### config.mk
export PLATFORM = sky130hd
export DESIGN_NAME = seq_mul_unit
export DESIGN_NICKNAME = d
export VERILOG_FILES = /design/src/rtl/seq_mul_unit.sv
export SDC_FILE = /design/constraint.sdc
export NUM_CORES = 1
export LEC_CHECK = 0
export ABC_AREA = 1
export BUFFER_PORTS_ARGS = -buffer_cell sky130_fd_sc_hd__buf_2
export CELL_PAD_IN_SITES_DETAIL_PLACEMENT = 1
export CELL_PAD_IN_SITES_GLOBAL_PLACEMENT = 2
export CORE_MARGIN = 1.5
export CORE_UTILIZATION = 37
export CTS_BUF_LIST = sky130_fd_sc_hd__clkbuf_8 sky130_fd_sc_hd__clkbuf_16
export CTS_CLUSTER_SIZE = 20
export DETAILED_ROUTE_END_ITERATION = 10
export MAX_ROUTING_LAYER = met4
export PLACE_DENSITY_LB_ADDON = 0.05
export SLEW_MARGIN = 20
export SYNTH_ARGS = -nofsm -noshare
export SYNTH_HDL_FRONTEND = slang
export SYNTH_SLANG_ARGS = --single-unit
### constraint.sdc
create_clock -name Clock -period 6.1 [get_ports Clock]
set_input_delay 0.305 -clock Clock [delete_from_list [all_inputs] [get_ports Clock]]
set_output_delay 0.305 -clock Clock [all_outputs]
set_load 0.005 [all_outputs]
### src/rtl/seq_mul_unit.sv
// Multi-cycle shift-and-add multiplier: retires RADIX_BITS multiplier bits per clock,
// signed or unsigned operands, full 2*WIDTH product, start/busy/done handshake.
module seq_mul_unit #(
  parameter int unsigned WIDTH      = 16,
  parameter int unsigned RADIX_BITS = 1
) (
  input  logic                 Clock,
  input  logic                 Reset,
  input  logic                 iStart,
  input  logic                 iSigned,
  input  logic [WIDTH-1:0]     iA,
  input  logic [WIDTH-1:0]     iB,
  output logic                 oBusy,
  output logic                 oDone,
  output logic [2*WIDTH-1:0]   oResult
);

  localparam int unsigned PW = 2 * WIDTH;
  localparam int unsigned N  = WIDTH / RADIX_BITS;
  localparam int unsigned CW = $clog2(N + 1);

  typedef enum logic [1:0] {IDLE = 2'd0, RUN = 2'd1, DONE = 2'd2} state_t;

  state_t          state, stateNext;
  logic [PW-1:0]   mcand, mcandNext;
  logic [WIDTH-1:0] mplier, mplierNext;
  logic [PW-1:0]   acc, accNext;
  logic [CW-1:0]   count, countNext;
  logic            negate, negateNext;
  logic            busyNext, doneNext;
  logic [PW-1:0]   resultNext;
  logic [WIDTH-1:0] aMag, bMag;
  logic [PW-1:0]   partial, sum;

  // Operand magnitudes; -2^(WIDTH-1) maps to 2^(WIDTH-1), which fits unsigned.
  always_comb begin
    aMag = (iSigned && iA[WIDTH-1]) ? (WIDTH'(0) - iA) : iA;
    bMag = (iSigned && iB[WIDTH-1]) ? (WIDTH'(0) - iB) : iB;
  end

  // Partial product of the shifted multiplicand and the low RADIX_BITS of the multiplier.
  always_comb begin
    partial = '0;
    for (int unsigned i = 0; i < RADIX_BITS; i++) begin
      if (mplier[i]) partial = partial + (mcand << i);
    end
    sum = acc + partial;
  end

  always_comb begin
    stateNext  = state;
    mcandNext  = mcand;
    mplierNext = mplier;
    accNext    = acc;
    countNext  = count;
    negateNext = negate;
    resultNext = oResult;
    busyNext   = 1'b0;
    doneNext   = 1'b0;
    case (state)
      IDLE, DONE: begin
        stateNext = IDLE;
        if (iStart) begin
          mcandNext  = PW'(aMag);
          mplierNext = bMag;
          accNext    = '0;
          countNext  = CW'(N);
          negateNext = iSigned & (iA[WIDTH-1] ^ iB[WIDTH-1]);
          stateNext  = RUN;
          busyNext   = 1'b1;
        end
      end
      RUN: begin
        accNext    = sum;
        mcandNext  = mcand << RADIX_BITS;
        mplierNext = mplier >> RADIX_BITS;
        countNext  = count - CW'(1);
        busyNext   = 1'b1;
        // Last digit: sign fix-up happens in the same edge that publishes the product.
        if (count == CW'(1)) begin
          stateNext  = DONE;
          busyNext   = 1'b0;
          doneNext   = 1'b1;
          resultNext = negate ? (PW'(0) - sum) : sum;
        end
      end
      default: stateNext = IDLE;
    endcase
  end

  always_ff @(posedge Clock or posedge Reset) begin
    if (Reset) begin
      state   <= IDLE;
      mcand   <= '0;
      mplier  <= '0;
      acc     <= '0;
      count   <= '0;
      negate  <= 1'b0;
      oBusy   <= 1'b0;
      oDone   <= 1'b0;
      oResult <= '0;
    end else begin
      state   <= stateNext;
      mcand   <= mcandNext;
      mplier  <= mplierNext;
      acc     <= accNext;
      count   <= countNext;
      negate  <= negateNext;
      oBusy   <= busyNext;
      oDone   <= doneNext;
      oResult <= resultNext;
    end
  end

endmodule
==> impl_metrics.prom <==
# TYPE chip_impl_metric gauge
chip_impl_metric{name="first_global_vias",unit=""} 8898
chip_impl_metric{name="final-setup-viol-count",unit=""} 0
chip_impl_metric{name="drt_wl_total",unit="mm"} 29.4
chip_impl_metric{name="synthesis.yosys.warnings",unit=""} 0
chip_impl_metric{name="final_nets",unit=""} 1497
chip_impl_metric{name="maxCapViolations",unit=""} 0
chip_impl_metric{name="worst_setup_hold_path_clk_slew",unit="ns"} 0.06
chip_impl_metric{name="synth_cell_type_count",unit=""} 40
chip_impl_metric{name="numClockSinks",unit=""} 122
chip_impl_metric{name="h-tree-depth",unit=""} 4
chip_impl_metric{name="fp.dieArea",unit="um2"} 25200
chip_impl_metric{name="clk-insertion-delay-late",unit="ns"} 0.43
chip_impl_info{name="most-common-layout-cells",value="sky130_fd_sc_hd__nand2_1 (484), sky130_fd_sc_hd__inv_1 (218), sky130_fd_sc_hd__dfrtp_1 (122), sky130_fd_sc_hd__nor2_1 (85), sky130_fd_sc_hd__nand3_1 (73)"} 1
chip_impl_metric{name="grt_start_max_net_pins",unit=""} 67
chip_impl_metric{name="avgSynthCellArea",unit="um2"} 6.57
chip_impl_metric{name="worstPathMaxFanout",unit=""} 33
chip_impl_info{name="cts.root.buffer_cell",value="sky130_fd_sc_hd__clkbuf_16"} 1
chip_impl_metric{name="ys_ff_latch",unit=""} 122
chip_impl_info{name="unrepaired_setup_endpoints_after_global_routing",value="no"} 1
chip_impl_info{name="critical_path.reg2reg.startpoint",value="mplier[0]$_DFFE_PP0P_"} 1
chip_impl_metric{name="post_drt_wl_per_cell",unit="um"} 16.7
chip_impl_info{name="startpoint",value="mplier[0]$_DFFE_PP0P_"} 1
chip_impl_metric{name="num_vias",unit=""} 8768
chip_impl_metric{name="fin_crit",unit="ns"} 3.90
chip_impl_metric{name="width_of_the_chip",unit="um"} 159
chip_impl_metric{name="port_buffers",unit=""} 69
chip_impl_metric{name="combined_area_of_all_synthesized_cells",unit="um2"} 8980
chip_impl_metric{name="fill_cells",unit=""} 3179
chip_impl_metric{name="grt_pass1_wl",unit="mm"} 48.2
chip_impl_info{name="crit_type",value="flop to flop"} 1
chip_impl_info{name="setup.worst_path.start_class",value="flop"} 1
chip_impl_metric{name="met2_usage",unit="%"} 37.4
chip_impl_metric{name="vias_per_cell",unit=""} 4.99
chip_impl_metric{name="sum_of_overflow_across_all_layers_after_global_routing",unit=""} 0
chip_impl_info{name="worst_r2r_endpoint",value="oResult[30]$_DFFE_PP0P_"} 1
chip_impl_info{name="critical_path.endpoint_type",value="flop"} 1
chip_impl_metric{name="post-cts-setup-buffer-count",unit=""} 0
chip_impl_metric{name="multiInputGateArea",unit="um2"} 4920
chip_impl_info{name="tritoncts",value="done"} 1
chip_impl_metric{name="power.density",unit="nW/um2"} 572
chip_impl_metric{name="detail_route.iter0.violations",unit=""} 400
chip_impl_metric{name="route.antenna.remaining_nets",unit=""} 0
chip_impl_metric{name="layout.area.seq",unit="um2"} 3050
chip_impl_metric{name="place.gp.congestion",unit=""} 0.830
chip_impl_metric{name="postLayoutCoreUtil",unit="%"} 43.3
chip_impl_metric{name="report.final.slew_viol_count",unit=""} 0
chip_impl_metric{name="n_antenna_cell",unit=""} 0
chip_impl_metric{name="met1_grt_util",unit="%"} 35.7
chip_impl_metric{name="drive_gt1_share",unit="%"} 12.1
chip_impl_metric{name="drc_errors",unit=""} 0
chip_impl_metric{name="net_count_synth",unit=""} 1439
chip_impl_metric{name="max_slew.worst_pin.slew",unit="ns"} 1.05
chip_impl_metric{name="initial_utilization",unit="%"} 38.0
chip_impl_metric{name="report.final.hold_viol_count",unit=""} 0
chip_impl_info{name="run_status",value="completed"} 1
chip_impl_metric{name="global_route.usage.met3",unit="%"} 3.00
chip_impl_metric{name="timing.reg2reg.worst_path_depth",unit=""} 19
chip_impl_metric{name="synth-seq-area-share",unit="%"} 34.0
chip_impl_metric{name="cp_data_arrival_time",unit="ns"} 4.20
chip_impl_info{name="most_congested_layer_reported_by_global_routing",value="met2"} 1
chip_impl_metric{name="power.leakage",unit="uW"} 0.00560
chip_impl_metric{name="area.growth.synth_to_final",unit="%"} 13.9
chip_impl_info{name="layout.cells.most_common",value="sky130_fd_sc_hd__nand2_1"} 1
chip_impl_metric{name="die_h",unit="um"} 159
chip_impl_metric{name="cts-buffers-inserted",unit=""} 17
chip_impl_metric{name="post_synth_inst_count",unit=""} 1366
chip_impl_metric{name="worst-r2r-setup-slack",unit="ns"} 2.20
chip_impl_metric{name="achievable-frequency",unit="MHz"} 256
chip_impl_metric{name="ctsHoldBuffers",unit=""} 0
chip_impl_metric{name="timing.clock.skew",unit="ns"} 0.0150
chip_impl_metric{name="ir_worst_vdd",unit="mV"} 0.285
chip_impl_metric{name="post-layout-total-power",unit="uW"} 5850
chip_impl_metric{name="max-clock-path-buffers",unit=""} 2
chip_impl_info{name="hold_path.class",value="primary input to asynchronous set/reset pin"} 1
chip_impl_metric{name="design.portCount",unit=""} 70
chip_impl_metric{name="fin_tns_setup",unit="ns"} 0
chip_impl_metric{name="slew_headroom",unit="%"} 30.2
chip_impl_metric{name="post_cts_resized",unit=""} 0
chip_impl_metric{name="final.period_utilization",unit="%"} 63.9
chip_impl_info{name="critical_path_end",value="oResult[30]$_DFFE_PP0P_"} 1
chip_impl_metric{name="global_route.usage.total",unit="%"} 25.0
chip_impl_metric{name="initial_antenna_violation_count",unit=""} 0
chip_impl_metric{name="core_region_area",unit="um2"} 23600
chip_impl_metric{name="dr.pass1.iters",unit=""} 5
chip_impl_metric{name="place_hpwl",unit="mm"} 22.8
chip_impl_metric{name="required",unit="ns"} 6.40
chip_impl_metric{name="placement_rows",unit=""} 56
registers in the layout, indices dropped and copies added (netlist names):
| register | flops |
|---|---|
| oBusy | 1 |
| state | 2 |
| mplier | 16 |
| oResult | 32 |
| oDone | 1 |
| count | 5 |
| acc | 32 |
| mcand | 32 |
| negate | 1 |
report_power, final:
group / switching, uW / internal, uW
combinational: 2290 / 1060
sequential: 264 / 1190
clock: 431 / 610
total: 2990 / 2860
area by class of cell:
type,count,share of cell area [%]
repair buffers,76,3.89
clock buffers,17,4.16
inverters,231,8.50
flip-flops and latches,122,29.8
multi-input cells,976,48.1
clock inverters,15,1.59
well taps,319,3.90
worst max-delay path: stages (launching register included):
cell and delay, ns:
sky130_fd_sc_hd__dfrtp_1 1.03, sky130_fd_sc_hd__nand2_1 0.15, sky130_fd_sc_hd__inv_1 0.09, sky130_fd_sc_hd__ha_1 0.26, sky130_fd_sc_hd__fa_1 0.50, sky130_fd_sc_hd__inv_1 0.11, sky130_fd_sc_hd__ha_1 0.16, sky130_fd_sc_hd__inv_1 0.05
sky130_fd_sc_hd__nor2_1 0.13, sky130_fd_sc_hd__nand3_1 0.12, sky130_fd_sc_hd__nor2_2 0.14, sky130_fd_sc_hd__nand2_1 0.13, sky130_fd_sc_hd__nor2_4 0.16, sky130_fd_sc_hd__nand3_4 0.12, sky130_fd_sc_hd__nand2_2 0.11, sky130_fd_sc_hd__nand2_2 0.09
sky130_fd_sc_hd__nor2_4 0.11, sky130_fd_sc_hd__nand3_1 0.09, sky130_fd_sc_hd__nand3_1 0.14, sky130_fd_sc_hd__nand2_1 0.07
routing by layer:
metal	share of wire, %	vias to the layer above	routed length (um)
li1	-	4422	-
met5	0	-	0
met2	44	134	12900
met4	1.3	0	371
met1	51	4192	15000
met3	3.7	20	1090
worst min path at each step:
stage / start / to / slack, ns / cells after the start
after global placement: count[3]$_DFFE_PP0P_ / count[3]$_DFFE_PP0P_ / 0.46 / 1
final: Reset / mcand[0]$_DFFE_PP0P_ / 0.05 / 2
after CTS: Reset / mcand[0]$_DFFE_PP0P_ / 0.09 / 2
after floorplan: count[3]$_DFFE_PP0P_ / count[3]$_DFFE_PP0P_ / 0.44 / 1
after global routing: Reset / mcand[0]$_DFFE_PP0P_ / 0.14 / 2
after detailed placement: oResult[8]$_DFFE_PP0P_ / oResult[8]$_DFFE_PP0P_ / 0.47 / 2
synth_stat cells:
library cell / n / share of area (%)
sky130_fd_sc_hd__nand2_1: 485 / 20
sky130_fd_sc_hd__inv_1: 220 / 9.2
sky130_fd_sc_hd__dfrtp_1: 122 / 34
sky130_fd_sc_hd__nor2_1: 86 / 3.6
sky130_fd_sc_hd__nand3_1: 73 / 4.1
sky130_fd_sc_hd__o21ai_0: 67 / 3.7
sky130_fd_sc_hd__ha_1: 36 / 5.0
sky130_fd_sc_hd__clkbuf_1: 34 / 1.4
sky130_fd_sc_hd__a21oi_1: 32 / 1.8
sky130_fd_sc_hd__nand2_2: 23 / 1.6
sky130_fd_sc_hd__nor3_1: 22 / 1.2
sky130_fd_sc_hd__xor2_1: 22 / 2.1
sky130_fd_sc_hd__o22ai_1: 17 / 1.2
sky130_fd_sc_hd__nand4_1: 16 / 1.1
sky130_fd_sc_hd__o221ai_1: 16 / 1.6
sky130_fd_sc_hd__inv_2: 11 / 0.46
sky130_fd_sc_hd__a31oi_1: 10 / 0.70
sky130_fd_sc_hd__xnor2_1: 9 / 0.88
sky130_fd_sc_hd__nor2_2: 8 / 0.56
sky130_fd_sc_hd__o211ai_1: 8 / 0.67
sky130_fd_sc_hd__o311ai_0: 6 / 0.59
sky130_fd_sc_hd__nand3_2: 5 / 0.56
sky130_fd_sc_hd__nand3b_1: 5 / 0.42
sky130_fd_sc_hd__nor2_4: 5 / 0.63
sky130_fd_sc_hd__o21ai_1: 5 / 0.28
sky130_fd_sc_hd__o21bai_1: 3 / 0.25
sky130_fd_sc_hd__or2_2: 3 / 0.21
sky130_fd_sc_hd__and2_1: 2 / 0.14
sky130_fd_sc_hd__buf_1: 2 / 0.084
sky130_fd_sc_hd__nand3_4: 2 / 0.39
sky130_fd_sc_hd__nor3_2: 2 / 0.22
sky130_fd_sc_hd__a21oi_2: 1 / 0.098
sky130_fd_sc_hd__a22o_1: 1 / 0.098
sky130_fd_sc_hd__and3_1: 1 / 0.070
sky130_fd_sc_hd__buf_2: 1 / 0.056
sky130_fd_sc_hd__fa_1: 1 / 0.22
sky130_fd_sc_hd__nor2_8: 1 / 0.22
sky130_fd_sc_hd__nor4_1: 1 / 0.070
sky130_fd_sc_hd__o21a_1: 1 / 0.084
sky130_fd_sc_hd__o21bai_2: 1 / 0.13
per-stage QoR:
stage | hold slack, ns | cells | cell area [um2] | worst slack, ns
final | 0.0544 | 1756 | 10200 | 2.20
after global routing | 0.138 | 1756 | 10200 | 1.80
after CTS | 0.0908 | 1756 | 10200 | 2.20
after detailed placement | 0.469 | 1724 | 9640 | 2.25
after global placement | 0.460 | 1724 | 9640 | 2.41
after floorplan | 0.441 | 1366 | 8980 | 2.55
cells by family after synthesis:
group,count (synthesis),synth area share (%)
simple gates,740,35.4
buf+inv,268,11.2
compound gates,168,11.1
flops,122,34.0
fa+ha+maj,37,5.24
xor+xnor,31,3.02
Power figures use the tool's default switching activity.
